### src/rtl/gpfc_pkg.sv
// Shared gPFC types and constants for the pause tracker and bypass checker.
package gpfc_pkg;

  localparam int GPFC_RANK_W   = 18;
  localparam int GPFC_QUANTA_W = 16;

  typedef logic [GPFC_RANK_W-1:0]   rank_t;
  typedef logic [GPFC_QUANTA_W-1:0] quanta_t;

  typedef enum logic {
    IDLE   = 1'b0,
    PAUSED = 1'b1
  } state_e;

endpackage

### src/rtl/gpfc_quantum_timer.sv
// Prescaled quanta countdown: load, clear and a one-cycle expire pulse.
module gpfc_quantum_timer
  import gpfc_pkg::*;
#(
  parameter int QUANTA_WIDTH   = GPFC_QUANTA_W,
  parameter int QUANTUM_CYCLES = 512,
  parameter int PRESCALE_WIDTH = 10
) (
  input  logic                    clk,
  input  logic                    rst,
  input  logic                    load_i,
  input  logic [QUANTA_WIDTH-1:0] quanta_i,
  input  logic                    clear_i,
  output logic [QUANTA_WIDTH-1:0] remaining_o,
  output logic                    expire_o
);

  if (QUANTUM_CYCLES < 2 ||
      (1 << PRESCALE_WIDTH) < QUANTUM_CYCLES) begin : g_bad_cfg
    $error("gpfc_quantum_timer: bad prescaler config");
  end

  localparam logic [PRESCALE_WIDTH-1:0] PRE_LAST =
    PRESCALE_WIDTH'(QUANTUM_CYCLES - 1);

  logic [PRESCALE_WIDTH-1:0] pre_q, pre_d;
  logic [QUANTA_WIDTH-1:0]   rem_q, rem_d;
  logic                      running;
  logic                      wrap;

  assign running = (rem_q != '0);
  assign wrap    = (pre_q == PRE_LAST);

  // Fires on the edge that takes remaining from 1 to 0.
  assign expire_o = running & wrap &
                    (rem_q == QUANTA_WIDTH'(1));

  always_comb begin
    pre_d = pre_q;
    rem_d = rem_q;
    if (clear_i) begin
      pre_d = '0;
      rem_d = '0;
    end else if (load_i) begin
      pre_d = '0;
      rem_d = quanta_i;
    end else if (running) begin
      if (wrap) begin
        pre_d = '0;
        rem_d = rem_q - QUANTA_WIDTH'(1);
      end else begin
        pre_d = pre_q + PRESCALE_WIDTH'(1);
      end
    end
  end

  always_ff @(posedge clk) begin
    if (rst) begin
      pre_q <= '0;
      rem_q <= '0;
    end else begin
      pre_q <= pre_d;
      rem_q <= rem_d;
    end
  end

  assign remaining_o = rem_q;

endmodule

### src/rtl/gpfc_pause_tracker.sv
// gPFC pause tracker: holds and ages the active pause rank.
// Optional GPFC_PAUSE_MERGE_EN merges overlapping pauses.
module gpfc_pause_tracker
  import gpfc_pkg::*;
#(
  parameter int PIFO_RANK_WIDTH = GPFC_RANK_W,
  parameter int QUANTA_WIDTH    = GPFC_QUANTA_W,
  parameter int QUANTUM_CYCLES  = 512,
  parameter int PRESCALE_WIDTH  = 10
) (
  input  logic                       clk,
  input  logic                       rst,
  input  logic                       s_axis_pause_valid,
  input  logic [PIFO_RANK_WIDTH-1:0] s_axis_pause_rank,
  input  logic [QUANTA_WIDTH-1:0]    s_axis_pause_quanta,
  output logic                       m_axis_gpfc_valid,
  output logic [PIFO_RANK_WIDTH-1:0] m_axis_gpfc_pause_rank,
  output logic [QUANTA_WIDTH-1:0]    m_axis_pause_remaining,
  output logic [15:0]                m_axis_pause_event_cnt
);

  state_e                     state_q;
  logic                       valid_q;
  logic [PIFO_RANK_WIDTH-1:0] rank_q;
  logic [15:0]                cnt_q;

  logic                       ev_pause;
  logic                       ev_resume;
  logic                       paused;
  logic                       load;
  logic                       expire;
  logic [QUANTA_WIDTH-1:0]    remaining;
  logic [PIFO_RANK_WIDTH-1:0] rank_new;

  assign ev_pause  = s_axis_pause_valid &
                     (s_axis_pause_quanta != '0);
  assign ev_resume = s_axis_pause_valid &
                     (s_axis_pause_quanta == '0);
  assign paused    = (state_q == PAUSED);

`ifdef GPFC_PAUSE_MERGE_EN
  // Only a longer pause restarts the countdown; ranks keep the tighter bound.
  assign load = ev_pause &
                (!paused || s_axis_pause_quanta > remaining);
  assign rank_new = (paused && rank_q < s_axis_pause_rank) ?
                    rank_q : s_axis_pause_rank;
`else
  assign load     = ev_pause;
  assign rank_new = s_axis_pause_rank;
`endif

  gpfc_quantum_timer #(
    .QUANTA_WIDTH   (QUANTA_WIDTH),
    .QUANTUM_CYCLES (QUANTUM_CYCLES),
    .PRESCALE_WIDTH (PRESCALE_WIDTH)
  ) u_timer (
    .clk         (clk),
    .rst         (rst),
    .load_i      (load),
    .quanta_i    (s_axis_pause_quanta),
    .clear_i     (ev_resume),
    .remaining_o (remaining),
    .expire_o    (expire)
  );

  always_ff @(posedge clk) begin
    if (rst) begin
      state_q <= IDLE;
      valid_q <= 1'b0;
      rank_q  <= '0;
      cnt_q   <= '0;
    end else begin
      unique case (state_q)
        IDLE: begin
          if (ev_pause) begin
            state_q <= PAUSED;
            valid_q <= 1'b1;
            rank_q  <= rank_new;
            cnt_q   <= cnt_q + 16'd1;
          end
        end
        PAUSED: begin
          if (ev_pause) begin
            rank_q <= rank_new;
            cnt_q  <= cnt_q + 16'd1;
            if (!load && expire) begin
              state_q <= IDLE;
              valid_q <= 1'b0;
            end
          end else if (ev_resume || expire) begin
            state_q <= IDLE;
            valid_q <= 1'b0;
          end
        end
      endcase
    end
  end

  assign m_axis_gpfc_valid      = valid_q;
  assign m_axis_gpfc_pause_rank = rank_q;
  assign m_axis_pause_remaining = remaining;
  assign m_axis_pause_event_cnt = cnt_q;

endmodule

### config.mk
export PLATFORM = sky130hd
export DESIGN_NAME = gpfc_pause_tracker
export DESIGN_NICKNAME = d
export VERILOG_FILES = /design/src/rtl/gpfc_pkg.sv /design/src/rtl/gpfc_quantum_timer.sv /design/src/rtl/gpfc_pause_tracker.sv
export SDC_FILE = /design/constraint.sdc
export NUM_CORES = 1
export LEC_CHECK = 0
export CORE_MARGIN = 2
export CORE_UTILIZATION = 41
export CTS_CLUSTER_SIZE = 28
export DETAILED_ROUTE_END_ITERATION = 8
export GPL_TIMING_DRIVEN = 0
export HOLD_SLACK_MARGIN = 0.05
export PLACE_DENSITY_LB_ADDON = 0.25
export SLEW_MARGIN = 40
export SYNTH_ARGS = -nofsm -noshare
export SYNTH_HDL_FRONTEND = slang
export SYNTH_SLANG_ARGS = --single-unit
### constraint.sdc
create_clock -name clk -period 8.1 [get_ports clk]
set_clock_uncertainty 0.2 [all_clocks]
set_input_delay 2.025 -clock clk [delete_from_list [all_inputs] [get_ports clk]]
set_output_delay 2.025 -clock clk [all_outputs]
set_load 0.01 [all_outputs]
# Word level (Yosys, flattened, before mapping)
# Index checks and enable logic that the tools add are counted.
word_totals:
  register_bits: 62
  latchBits: 0
  ram_bits: 0
  mem_bits_ro: 0
  inputBits: 37
  out_inout_bits: 51
  elab_cells: 47
  mem_count: 0
classes:
  add_sub_neg: 3
  multipliers: 0
  div_mod_pow: 0
  n_lt_le_gt_ge: 0
  n_eq_ne: 5
  n_shift: 0
  mux: 16
  bitwise: 5
  n_reduce_logical: 12
ops:
  columns: ["operator", "count"]
  rows:
  - ["$mux 16", 4]
  - ["$reduce_bool 16->1", 2]
  - ["$mux 18", 1]
  - ["$add 16x1->16 const B", 1]
  - ["$eq 16x1->1 const B", 1]
  - ["$logic_not 16->1", 1]
  - ["$sub 16x1->16 const B", 1]
  - ["$add 10x1->10 const B", 1]
  - ["$eq 10x9->1 const B", 1]
  - ["$mux 10", 1]
  - ["$mux 1", 8]
  - ["$and 1x1->1", 4]
  - ["$pmux 1 s2", 2]
  - ["$reduce_bool 2->1", 2]
  - ["$ne 3x1->1 const B", 1]
  - ["$ne 3x2->1 const B", 1]
  - ["$reduce_and 3->1", 1]
  - ["$reduce_or 3->1", 1]
  - ["$ne 2x2->1 const B", 1]
  - ["$reduce_and 2->1", 1]
  - ["$reduce_or 2->1", 1]
  - ["$logic_and 1x1->1", 1]
  - ["$logic_not 1->1", 1]
  - ["$logic_or 1x1->1", 1]
  - ["$not 1->1", 1]

# Longest topological paths before layout
# Gate-level depths: netlist (run 1).
logic_depth:
  ltp_word: 7
  ltp_mapped: 8
  mapped_depth_nobuf: 7

# Modules after synthesis
# From an unflattened synthesis (run 1), not the netlist that was laid out.
unflattened:
  cells_unflattened: 357
  hier_area_um2: 3131.8
by_module_without_submodules:
  columns: ["mod", "instances", "cells_each", "area_per_inst_um2", "seq_area_each_um2"]
  rows:
  - ["gpfc_pause_tracker", 1, 184, 1620.3, 720.7]
  - ["gpfc_quantum_timer", 1, 173, 1511.4, 520.5]

# Worst setup path before layout (run 1)
# OpenSTA, ideal clock, no wires.
synth_path:
  path_type: "in2reg"
  start: "input s_axis_pause_quanta[11]"
  end: "register valid_q (netlist: m_axis_gpfc_valid)"
  setup_ps: 123
  arrival_ps: 3756
  required_ps: 7777
  slack_ps: 4020
  stages: 7
  path_buffers: 1
  cell_sequence: "nor4_2 > a41oi_2 > inv_2 > buf_2 > ha_1 > a31oi_1 > mux2_1"
synth_via:
  elab_chain_len: 6
  word_cells_on_any_way: 13
  classes_between: "3 x eq/ne; 2 x mux; 2 x bitwise; 6 x reduce/logical"
synth_rtl:
  columns: ["item", "line", "rtl"]
  rows:
  - ["from (decl)", "gpfc_pause_tracker.sv:15", "input logic [QUANTA_WIDTH-1:0] s_axis_pause_quanta,"]
  - ["$reduce_bool 16->1", "gpfc_pause_tracker.sv:36", "(s_axis_pause_quanta != '0);"]
  - ["$and 1x1->1", "gpfc_pause_tracker.sv:35", "assign ev_pause = s_axis_pause_valid &"]
  - ["$logic_not 1->1", "gpfc_pause_tracker.sv:86", "if (!load && expire) begin"]
  - ["$logic_and 1x1->1", "gpfc_pause_tracker.sv:86", null]
  - ["$ne 3x2->1 (no source line)", null, null]
  - ["$reduce_and 3->1 (no source line)", null, null]
  - ["to (signal assigned)", "gpfc_pause_tracker.sv:77", "valid_q <= 1'b1;"]
  - ["to (signal assigned)", "gpfc_pause_tracker.sv:88", "valid_q <= 1'b0;"]
  - ["to (signal assigned)", "gpfc_pause_tracker.sv:92", "valid_q <= 1'b0;"]
  - ["to (decl)", "gpfc_pause_tracker.sv:23", "logic valid_q;"]
# Parallel ways exist; a longest one is shown, timed or not.
# A chain may end at the register's enable or synchronous reset.

# Worst setup path in the final report (run 1)
# Same ends and word-level chain as after synthesis.

==> results of run 1 <==
==> critical path: stages <==
cell and delay, ps:
clkdlybuf4s50_1 460, nor4_2 580, a41oi_2 430, inv_2 270, buf_2 310, ha_1 290, a31oi_1 180, mux2_1 330
==> placed cells by master (no fill, tap or decap), types with 6 or more instances in the layout <==
cell type,count
clkdlybuf4s50_1,87
dfxtp_1,62
nand2_1,49
nor2_1,43
xnor2_1,24
a21oi_1,23
nand4_1,13
xor2_1,12
nor3_1,11
clkbuf_8,11
nand3_1,10
nor4_1,10
buf_2,9
clkbuf_1,8
a211oi_1,8
and3_1,6
==> logic make-up after synthesis <==
group,Yosys count
AO/OA/AOI/OAI,46
XOR/XNOR,36
adder cells (fa/ha/maj),5
buffers and inverters,23
flip-flops,62
multiplexers,2
AND/OR/NAND/NOR,170
==> final cells by class <==
| class | instances | area, um^2 | share of cell area, % |
|---|---|---|---|
| plain buffers | 17 | 75.1 | 1.81 |
| clock buffers | 11 | 151 | 3.65 |
| clock inverters | 5 | 57.6 | 1.39 |
| inverters | 6 | 22.5 | 0.543 |
| multi-input cells | 259 | 1610 | 38.7 |
| flip-flops and latches | 62 | 1240 | 30.0 |
| well taps | 96 | 120 | 2.90 |
| repair buffers | 87 | 871 | 21.0 |
==> registers in the layout, indices dropped and copies added, names as in the netlist <==
register,flops
u_timer.remaining_o,16
m_axis_pause_event_cnt,16
u_timer.pre_q,10
m_axis_gpfc_valid,1
m_axis_gpfc_pause_rank,18
paused,1
==> stage by stage <==
step	utilization [%]	instance area [um^2]
final	60.3	4140
after global placement	57.3	3940
after global routing	60.3	4140
after CTS	60.3	4140
after floorplan	-	2940
after detailed placement	57.3	3940
==> worst min path at each step <==
stage                                     startpoint                         end  slack (ps)
final                     m_axis_gpfc_pause_rank[11]  m_axis_gpfc_pause_rank[11]         260
after global routing      m_axis_gpfc_pause_rank[15]  m_axis_gpfc_pause_rank[15]         270
after CTS                 m_axis_gpfc_pause_rank[11]  m_axis_gpfc_pause_rank[11]         260
after detailed placement  m_axis_gpfc_pause_rank[11]  m_axis_gpfc_pause_rank[11]         250
after global placement     m_axis_gpfc_pause_rank[6]   m_axis_gpfc_pause_rank[6]         240
after floorplan                     u_timer.pre_q[9]            u_timer.pre_q[9]         280
==> power by group <==
group	total (mW)	internal, mW	switching (mW)
logic	0.103	0.0555	0.0474
clock network	0.286	0.158	0.128
registers	0.332	0.318	0.0141
total	0.720	0.531	0.189
==> metal layers <==
metal	GRT usage [%]	wire length [um]	share of wire [%]
met1	26.4	3430	43
met2	33.2	3750	47
met3	7.09	676	8.5
met4	6.20	89	1.1
met5	0	0	0
==> results_dict.tcl, run 1 <==
set metrics [dict create \
    synth_area_leaders "dfxtp_1 (42%), xnor2_1 (7.1%), nand2_1 (6.2%)" \
    initial_core_util_pct 42.9 \
    ys_warn_count 0 \
    worstRegToRegCells 6 \
    finalHoldViolations 0 \
    grt_pass1_vias 2781 \
    async_reset_ff_share_pct 0 \
    synthXorXnorAreaFrac_pct 10.7 \
    final_layout_size_suffix_gt1_share_pct 10.1 \
    cts_inserted_buffers 9 \
    cp.arrival_ps 4870 \
    cts_resized 0 \
    area_growth_pct 40.8 \
    min_period_over_period_pct 59.9 \
    clock.fmax_mhz 206 \
    ys_ff_latch 62 \
    fin_tns_setup_ps 0 \
    p_leak_nw 1.45 \
    finalPower_mw 0.720 \
    post_cts_buffers 0 \
    crit_type "in2reg" \
    cts_root_buffer "clkbuf_8" \
    min_path_cells 2 \
    grt_use_total_pct 20.7 \
    routed_via_density 5.29 \
    synth_top_family_by_area "simple AND/OR/NAND/NOR gates" \
    drt-pass1-iter-count 4 \
    place_inst 527 \
    layout.nets 484 \
    wl_per_cell_um 14.6 \
    die_area_mm2 0.00787 \
    grt_max_degree 12 \
    netlist_area_mm2 0.00294 \
    peakVddDrop_mv 0.0944 \
    setup_viol 0 \
    synth.most_common_cell "dfxtp_1" \
    synth_fa_ha_area_share_pct 2.12 \
    ctsHoldBuffers 0 \
    worstPathMaxFanout 10 \
    relSlewSlack_pct 49.4 \
    synth_seq_area_share_pct 42.2 \
    rows 30 \
    path_clk_slew_ps 70 \
    muxShareOfSynthArea_pct 0.722 \
    drc 0 \
    fin_cells 543 \
    cts.htree.levels 3 \
    end_kind "register" \
    nFillCells 623 \
    tightest_slew_ps 749 \
    clock_path_buffers 2 \
    grt_first_pass_wirelength_um 12800 \
    ant_nets 0 \
    via_count 2872 \
    ys_types 41 \
    antennaDiodeCount 0 \
    yosysTopAreaCell "dfxtp_1" \
    die_h_um 88.7 \
    maxCapViolations 0 \
    die_w_um 88.7 \
    insertion_delay_ps 340 \
    overflow 0 \
    startpoint_type "input pin" \
    synth-main-ff-cell "dfxtp_1" \
    rsz0062_at_grt "no" \
    synth.avg_cell_area_um2 8.56 \
    hold_class "reg2reg" \
    synthSimpleGateAreaFrac_pct 30.3 \
    cp-startpoint "s_axis_pause_quanta[11]" \
    synth_top_area_share_pct 42.2 \
    drt_iter0_drc 122 \
    powerDensity_mw_per_mm2 174 \
    cts_tree "done" \
    place_hpwl_um 5760 \
    clock-sinks 62 \
    gp_congestion 0.861 \
    io_pins 88 \
    synth-compound-area-share_pct 10.6 \
    worstSetupEndpoint "m_axis_gpfc_valid" \
    synth_nets 386 \
    worst_slack_ps 3250 \
    r2r_slack_ps 5790 \
    layout_min_cycle_time_ps 4850 \
    coreArea_mm2 0.00687 \
    synthTopCellsByCount "dfxtp_1 (62), nand2_1 (49), nor2_1 (43)" \
    fin_hold_ws_ps 255 \
    synth_edf_count 0 \
    portBuffers 87 \
    rr_startpoint "u_timer.pre_q[0]" \
    required_ps 8120 \
    wl_um 7950 \
    outcome "complete, no violations" \
    syn_inst 344 \
    final_max_slew_viol_count 0 \
    rr_endpoint "u_timer.remaining_o[15]" \
    grt_antenna_before_repair 0 \
    dpl_worst_slack_ps 2960 \
]
Power figures use the tool's default switching activity.
==> run 2, diff against run 1 <==
- clock period: 8.1 -> 4.7 ns (I/O delays scaled with it)
==> results of run 2 <==
The final DEF is identical to that of run 1. Status: complete, no violations.
Among the figures that moved: setup slack after placement 2960 ps -> 415 ps; setup slack after layout 3250 ps -> 701 ps; register-to-register setup slack 5790 ps -> 2390 ps; total power 0.720 mW -> 1.24 mW; worst IR drop on VDD 0.0944 mV -> 0.163 mV
